===== src/rtl/uart_pkg.sv =====
// ============================================================================
// Module      : uart_pkg
// Description : Shared UART types and line constants (transmitter and receiver).
// Revision    : 1.0
// ============================================================================
`default_nettype none

package uart_pkg;

    localparam int   DATA_W     = 8;
    localparam logic LINE_IDLE  = 1'b1;
    localparam logic LINE_START = 1'b0;

    typedef enum logic [2:0] {
        IDLE   = 3'd0,
        START  = 3'd1,
        DATA   = 3'd2,
        PARITY = 3'd3,
        STOP   = 3'd4
    } tx_state_t;

    function automatic logic even_parity(input logic [DATA_W-1:0] b);
        return ^b;
    endfunction

endpackage

`default_nettype wire


===== src/rtl/uart_baud_gen.sv =====
// ============================================================================
// Module      : uart_baud_gen
// Description : Clocks-per-bit down-counter; bit_tick marks the last cycle of a
//               bit period. restart begins a fresh full period.
// Revision    : 1.0
// ============================================================================
`default_nettype none

module uart_baud_gen #(
    parameter int CLKS_PER_BIT = 4
) (
    input  logic clk,
    input  logic rst,
    input  logic restart,
    output logic bit_tick
);

    localparam int              CNT_W  = $clog2(CLKS_PER_BIT) + 1;
    localparam logic [CNT_W-1:0] RELOAD = CNT_W'(CLKS_PER_BIT - 1);

    logic [CNT_W-1:0] cnt_q;
    logic [CNT_W-1:0] cnt_d;

    always_comb begin
        cnt_d = cnt_q;
        if (restart || (cnt_q == '0)) begin
            cnt_d = RELOAD;
        end else begin
            cnt_d = cnt_q - CNT_W'(1);
        end
    end

    always_ff @(posedge clk or posedge rst) begin
        if (rst) begin
            cnt_q <= '0;
        end else begin
            cnt_q <= cnt_d;
        end
    end

    // With CLKS_PER_BIT=1 the counter sits at zero, so every cycle ticks.
    assign bit_tick = (cnt_q == '0);

endmodule

`default_nettype wire


===== src/rtl/uart_transmitter.sv =====
// ============================================================================
// Module      : uart_transmitter
// Description : 8N/8E UART serialiser with valid/ready input handshake.
//               Build option UART_TX_PARITY_EN adds an even-parity bit.
// Revision    : 1.0
// ============================================================================
`default_nettype none

module uart_transmitter
    import uart_pkg::*;
#(
    parameter int CLKS_PER_BIT = 4,
    parameter int STOP_BITS    = 2
) (
    input  logic                clk,
    input  logic                rst,
    input  logic [DATA_W-1:0]   data,
    input  logic                valid,
    output logic                ready,
    output logic                serial,
    output logic                busy
);

    localparam logic [2:0] LAST_DATA = 3'(DATA_W - 1);
    localparam logic [2:0] LAST_STOP = 3'(STOP_BITS - 1);

    tx_state_t          state_q,   state_d;
    logic [2:0]         bit_cnt_q, bit_cnt_d;
    logic [DATA_W-1:0]  shift_q,   shift_d;
    logic               serial_q,  serial_d;
    logic               accept;
    logic               baud_restart;
    logic               bit_tick;

`ifdef UART_TX_PARITY_EN
    logic               parity_q,  parity_d;
`endif

    assign ready  = (state_q == IDLE);
    assign busy   = ~ready;
    assign serial = serial_q;
    assign accept = valid && ready;

    uart_baud_gen #(
        .CLKS_PER_BIT (CLKS_PER_BIT)
    ) u_baud_gen (
        .clk      (clk),
        .rst      (rst),
        .restart  (baud_restart),
        .bit_tick (bit_tick)
    );

`ifdef UART_TX_PARITY_EN
    // Parity is captured from the accepted byte since the shifter consumes it.
    always_comb begin
        parity_d = parity_q;
        if (accept) begin
            parity_d = even_parity(data);
        end
    end
`endif

    always_comb begin
        state_d      = state_q;
        bit_cnt_d    = bit_cnt_q;
        shift_d      = shift_q;
        serial_d     = serial_q;
        baud_restart = 1'b0;

        case (state_q)
            IDLE: begin
                serial_d = LINE_IDLE;
                if (accept) begin
                    state_d      = START;
                    shift_d      = data;
                    serial_d     = LINE_START;
                    bit_cnt_d    = '0;
                    baud_restart = 1'b1;
                end
            end

            START: begin
                if (bit_tick) begin
                    state_d  = DATA;
                    serial_d = shift_q[0];
                    shift_d  = {1'b0, shift_q[DATA_W-1:1]};
                end
            end

            DATA: begin
                if (bit_tick) begin
                    bit_cnt_d = bit_cnt_q + 3'd1;
                    if (bit_cnt_q == LAST_DATA) begin
`ifdef UART_TX_PARITY_EN
                        state_d  = PARITY;
                        serial_d = parity_q;
`else
                        state_d  = STOP;
                        serial_d = LINE_IDLE;
`endif
                    end else begin
                        serial_d = shift_q[0];
                        shift_d  = {1'b0, shift_q[DATA_W-1:1]};
                    end
                end
            end

`ifdef UART_TX_PARITY_EN
            PARITY: begin
                if (bit_tick) begin
                    state_d  = STOP;
                    serial_d = LINE_IDLE;
                end
            end
`endif

            STOP: begin
                serial_d = LINE_IDLE;
                if (bit_tick) begin
                    if (bit_cnt_q == LAST_STOP) begin
                        state_d   = IDLE;
                        bit_cnt_d = '0;
                    end else begin
                        bit_cnt_d = bit_cnt_q + 3'd1;
                    end
                end
            end

            default: begin
                state_d  = IDLE;
                serial_d = LINE_IDLE;
            end
        endcase
    end

    always_ff @(posedge clk or posedge rst) begin
        if (rst) begin
            state_q   <= IDLE;
            bit_cnt_q <= '0;
            shift_q   <= '0;
            serial_q  <= LINE_IDLE;
        end else begin
            state_q   <= state_d;
            bit_cnt_q <= bit_cnt_d;
            shift_q   <= shift_d;
            serial_q  <= serial_d;
        end
    end

`ifdef UART_TX_PARITY_EN
    always_ff @(posedge clk or posedge rst) begin
        if (rst) begin
            parity_q <= 1'b0;
        end else begin
            parity_q <= parity_d;
        end
    end
`endif

endmodule

`default_nettype wire


===== config.mk =====
export PLATFORM = sky130hd
export DESIGN_NAME = uart_transmitter
export DESIGN_NICKNAME = d
export VERILOG_FILES = /design/src/rtl/uart_pkg.sv /design/src/rtl/uart_baud_gen.sv /design/src/rtl/uart_transmitter.sv
export SDC_FILE = /design/constraint.sdc
export NUM_CORES = 1
export LEC_CHECK = 0
export ABC_AREA = 1
export ABC_CLOCK_PERIOD_IN_PS = 1650
export CAP_MARGIN = 20
export CORE_ASPECT_RATIO = 0.6
export CORE_MARGIN = 1.5
export CORE_UTILIZATION = 45
export DETAILED_ROUTE_END_ITERATION = 8
export PLACE_DENSITY_LB_ADDON = 0.15
export SLEW_MARGIN = 15
export SYNTH_ARGS = -nofsm -noshare
export SYNTH_HDL_FRONTEND = slang
export SYNTH_SLANG_ARGS = --single-unit

===== constraint.sdc =====
create_clock -name clk -period 1.65 [get_ports clk]
set_input_delay 0.2475 -clock clk [delete_from_list [all_inputs] [get_ports clk]]
set_output_delay 0.2475 -clock clk [all_outputs]
set_load 0.02 [all_outputs]

; ---- Word level (Yosys, flattened, before mapping)
; Cells that the tools add are included.
[op_classes]
bitwise = 1
n_reduce_logical = 10
n_addsub = 2
n_mux = 25
n_eq_ne = 12
[ops]
columns = operator, n
row1 = $mux 3, 11
row2 = $mux 8, 4
row3 = $pmux 8 s3, 1
row4 = $ne 2x2->1 const B, 6
row5 = $pmux 3 s4, 1
row6 = $pmux 3 s3, 1
row7 = $eq 3x1->1 const B, 2
row8 = $eq 3x3->1 const B, 2
row9 = $logic_not 3->1, 2
row10 = $mux 1, 6
row11 = $reduce_and 6->1, 1
row12 = $reduce_bool 3->1, 2
row13 = $reduce_and 5->1, 1
row14 = $reduce_and 4->1, 1
row15 = $add 3x1->3 const B, 1
row16 = $eq 3x2->1 const B, 1
row17 = $pmux 1 s3, 1
row18 = $sub 3x1->3 const B, 1
row19 = $ne 2x1->1 const B, 1
row20 = $reduce_and 2->1, 1
row21 = $logic_and 1x1->1, 1
row22 = $logic_or 1x1->1, 1
row23 = $not 1->1, 1
[word_totals]
output_inout_bits = 3
elab_cells = 55
in_bits = 11
ff_bits = 18

; ---- Longest topological paths before layout
; Gate-level depths: netlist (run 1).
[depth]
ltp_word = 6
ltp_mapped = 9
ltp_nobuf = 9

; ---- Modules after synthesis
; From an unflattened synthesis (run 1), not the netlist that was laid out.
[hier_totals]
cells_unflattened = 150
area_unflattened_um2 = 1137.3
[by_module_without_submodules]
columns = module, area_each_um2, instances, cells_per_inst, seq_area_each_um2
row1 = uart_transmitter, 969.7, 1, 129, 376.6
row2 = uart_baud_gen, 167.7, 1, 21, 75.1

; ---- Least setup slack after synthesis (run 1)
; Ideal clock, no wire load.
[synth_path]
kind = register -> register
start = register bit_cnt_q[0]
end = register shift_q[0]
t_arrival_ps = 1199
setup_slack_ps = 335
path_buffers = 0
setup_ps = 117
stages_incl_launch_ff = 9
synth_period_minus_slack_ps = 1315
t_required_ps = 1533
path_cell_list = dfrtp_1 -> ha_1 -> ha_1 -> nand3_1 -> nand2_2 -> inv_2 -> nand3_4 -> nand2_1 -> nand2_1
[synth_via]
elab_chain_len = 3
[synth_rtl]
columns = element, line
row1 = "start, declared", uart_transmitter.sv:28  ; logic [2:0] bit_cnt_q, bit_cnt_d;
row2 = "start signal, assigned", uart_transmitter.sv:144  ; bit_cnt_q <= bit_cnt_d;
row3 = $eq 3x3->1, uart_transmitter.sv:93  ; if (bit_cnt_q == LAST_DATA) begin
row4 = $ne 2x2->1 (no source line), --
row5 = $reduce_and 5->1 (no source line), --
row6 = "end signal, assigned", uart_transmitter.sv:145  ; shift_q <= shift_d;
row7 = "end, declared", uart_transmitter.sv:29  ; logic [DATA_W-1:0] shift_q, shift_d;
; Every way passes these cells.
; A chain may end at the register's enable or synchronous reset.

; ---- Worst setup path after layout (run 1)
[layout_path]
start = register state_q[0]
end = output ready
[layout_via]
elab_chain_len = 1
[layout_rtl]
columns = element, line
row1 = "start, declared", uart_transmitter.sv:27  ; tx_state_t state_q, state_d;
row2 = "start signal, assigned", uart_transmitter.sv:143  ; state_q <= state_d;
row3 = $logic_not 3->1, uart_transmitter.sv:39  ; assign ready = (state_q == IDLE);
row4 = "end, declared", uart_transmitter.sv:19  ; output logic ready,
; Every way passes these cells.

==> results.sh, run 1 <==
export IMPL_holdCritPathClass="in2async"
export IMPL_cts_made_buffers=3
export IMPL_final_util_pct=56.5
export IMPL_sw_frac_of_total_pct=47.4
export IMPL_wl_um=2320
export IMPL_grt_total_usage_pct=17.8
export IMPL_clk_pin_slew_ns=0.07
export IMPL_avgRoutedWirePerCell_um=11.6
export IMPL_cts_root_buffer="clkbuf_8"
export IMPL_sequentialPowerShare_pct=27.3
export IMPL_numClockSinks=18
export IMPL_insertion_delay_ns=0.25
export IMPL_syn_avg_cell_area_um2=8.03
export IMPL_diodes=0
export IMPL_slew_headroom_pct=79.2
export IMPL_syn_inst=150
export IMPL_rsz0062_at_grt="no"
export IMPL_finalSetupViolations=0
export IMPL_reg2regPathDepth=7
export IMPL_cp_arrival_ns=1.31
export IMPL_num_rows=14
export IMPL_path_cells="inv_4 > nand2_1 > nor2_2 > dlygate4sd2_1"
export IMPL_io_buffers=13
export IMPL_cp_end_kind="primary output"
export IMPL_nets=185
export IMPL_ys_top_cells_by_count="56 x nand2_1, 22 x nand3_1, 17 x dfrtp_1"
export IMPL_netlist_top_cells_area="dfrtp_1 35%, nand2_1 17%, nand3_1 9.1%, ha_1 5.2%, inv_1 4.4%"
export IMPL_fmax_ghz=0.644
export IMPL_hold_viol_final=0
export IMPL_synth_distinct_cells=23
export IMPL_cp_slowest_stage_delay_ns=0.41
export IMPL_min_period_ns=1.55
export IMPL_synth_most_common_cell="nand2_1"
export IMPL_drc=0
export IMPL_vias_per_cell=4.81
export IMPL_power_total_uw=2660
export IMPL_area_delta_synth_final_pct=18.4
export IMPL_firstDrtPassIters=6
export IMPL_io_pins=14
export IMPL_dieArea_um2=3010
export IMPL_power_density_nw_per_um2=1870
export IMPL_syn_area_um2=1200
export IMPL_hold_buffers=0
export IMPL_synthFlopType="dfrtp_1"
export IMPL_crit_fanout=4
export IMPL_critPathLaunchType="flip-flop"
export IMPL_clockBufferDepth=2
export IMPL_place_gp_congestion=0.735
export IMPL_ys_ff_latch=18
export IMPL_coreArea_um2=2520
export IMPL_run_status="completed"
export IMPL_ys_warnings_count=0
export IMPL_drt_initial_drc_count=58
export IMPL_grt_max_degree=19
export IMPL_setup_slack_ns=0.0972
export IMPL_dp_slack_ns=0.0960
export IMPL_dieWidth_um=69.8
export IMPL_required_ns=1.40
export IMPL_grt_pass1_wl_um=4030
export IMPL_ys_seq_area_share_pct=37.5
export IMPL_p_switching_uw=1260
export IMPL_syn_nets=166
export IMPL_power_leakage_uw=0.000772
export IMPL_grt_pass1_vias=869
export IMPL_die_h_um=43.1
export IMPL_cp_slowest_cell="dfrtp_1"
export IMPL_power_frac_comb_pct=59.2
export IMPL_drv_cap=0
export IMPL_worst_setup_path_type="reg2out"
export IMPL_max_slew_worst_pin_slew_ns=0.311
export IMPL_fin_skew_ns=0.00132
export IMPL_power_share_clock_pct=13.5
export IMPL_ir_drop_uv=906
export IMPL_finalSetupTns_ns=0
export IMPL_synth_edf_count=0
export IMPL_yosys_area_top_type_share_pct=35.3
export IMPL_grt_antenna_before_repair=0
export IMPL_post_dp_hpwl_um=1770
export IMPL_cts_max_level=1
export IMPL_ant_nets=0
export IMPL_yosys_area_top_type="dfrtp_1"
export IMPL_holdWs_ns=0.302
export IMPL_fin_crit_sh_pct=94.1
export IMPL_slew_viol_final=0
export IMPL_final_layout_size_suffix_gt1_share_pct=20.2
export IMPL_internal_power_uw=1400
export IMPL_grt_ovfl_total=0
export IMPL_routed_via_count=961
export IMPL_start_util_pct=47.8
export IMPL_synthArstFlopShare_pct=100
export IMPL_cts_tree="built"
power groups by stage:
stage | sequential (uW) | clock [uW] | combinational (uW)
2_1_floorplan | 717 | 0 | 1270
3_3_place_gp | 728 | 0 | 1570
3_5_place_dp | 729 | 0 | 1600
4_1_cts | 725 | 372 | 1580
5_1_grt | 745 | 389 | 1770
6_report | 727 | 361 | 1580
what timing repair did:
action / in CTS / in global routing
pin swaps: 0 / 1
setup buffers: 0 / 0
setup endpoints to repair: 2 / 2
endpoints found under the hold margin: 0 / 0
gates resized for setup: 2 / 1
per-stage QoR:
stage	area, um^2	std cells
global route	1430	200
global placement	1370	196
floorplan	1200	150
finish	1430	200
detailed placement	1370	196
CTS	1420	200
cells in the final DEF (no fill, tap or decap), types with 4 or more instances in the layout:
master / Yosys / routed
buf_4: 0 / 4
nand3_1: 22 / 22
o21ai_1: 4 / 4
dfrtp_1: 17 / 17
clkdlybuf4s50_1: 0 / 10
clkbuf_8: 0 / 4
inv_1: 14 / 14
ha_1: 5 / 5
nand2_1: 56 / 56
critical path, delay by kind of cell (launching register included):
family,cells,cell delay [ns]
buf+inv,2,0.45
flops,1,0.41
simple gates,2,0.20
cell type report:
class                           instances  area, um^2
Fill cell                             237        1100
Multi-Input combinational cell        109         634
Sequential cell                        18         452
Timing Repair Buffer                   17         160
Inverter                               20        85.1
Clock buffer                            4        55.1
Tap cell                               32        40.0
logic make-up after synthesis:
group / Yosys count / synth area share, %
DFF: 18 / 37.5
buffers and inverters: 23 / 9.86
xor gates and xnor gates: 1 / 0.727
AOI/OAI and AO/OA: 5 / 3.01
adders and majority gates: 5 / 5.19
and+or+nand+nor: 98 / 43.7
worst paths after layout:
kind / startpoint / slack, ns / to
worst max-delay path: state_q[0] / 0.1 / ready
worst min-delay path: rst / 0.30 / shift_q[0]
worst max register to register: bit_cnt_q[0] / 0.16 / shift_q[2]
worst min register to register: u_baud_gen.cnt_q[0] / 0.44 / u_baud_gen.cnt_q[0]
max in group asynchronous: rst / 1.09 / serial
min in group clk: u_baud_gen.cnt_q[0] / 0.44 / u_baud_gen.cnt_q[0]
layer usage:
metal / routed length [um] / vias up / track usage, %
li1: - / 502 / -
met1: 1210 / 436 / 24.2
met2: 991 / 21 / 28.0
met3: 109 / 2 / 5.70
met4: 10 / 0 / 3.46
met5: 0 / - / 0
sequential cells by signal (all words and copies together) (netlist names):
signal and count:
shift_q 8, state_q 3, serial 1, bit_cnt_q 3, u_baud_gen.cnt_q 3
(Power assumes the default switching activity.)
==> run 2: changes to the inputs <==
--- a/config.mk
+++ b/config.mk
@@ -7,7 +7,7 @@
 export LEC_CHECK = 0
 export ABC_AREA = 1
 export ABC_CLOCK_PERIOD_IN_PS = 1650
-export CAP_MARGIN = 20
+export CAP_MARGIN = 15
 export CORE_ASPECT_RATIO = 0.6
 export CORE_MARGIN = 1.5
 export CORE_UTILIZATION = 45
==> results of run 2 <==
No change in the layout: final DEF, timing and power equal those of run 1.
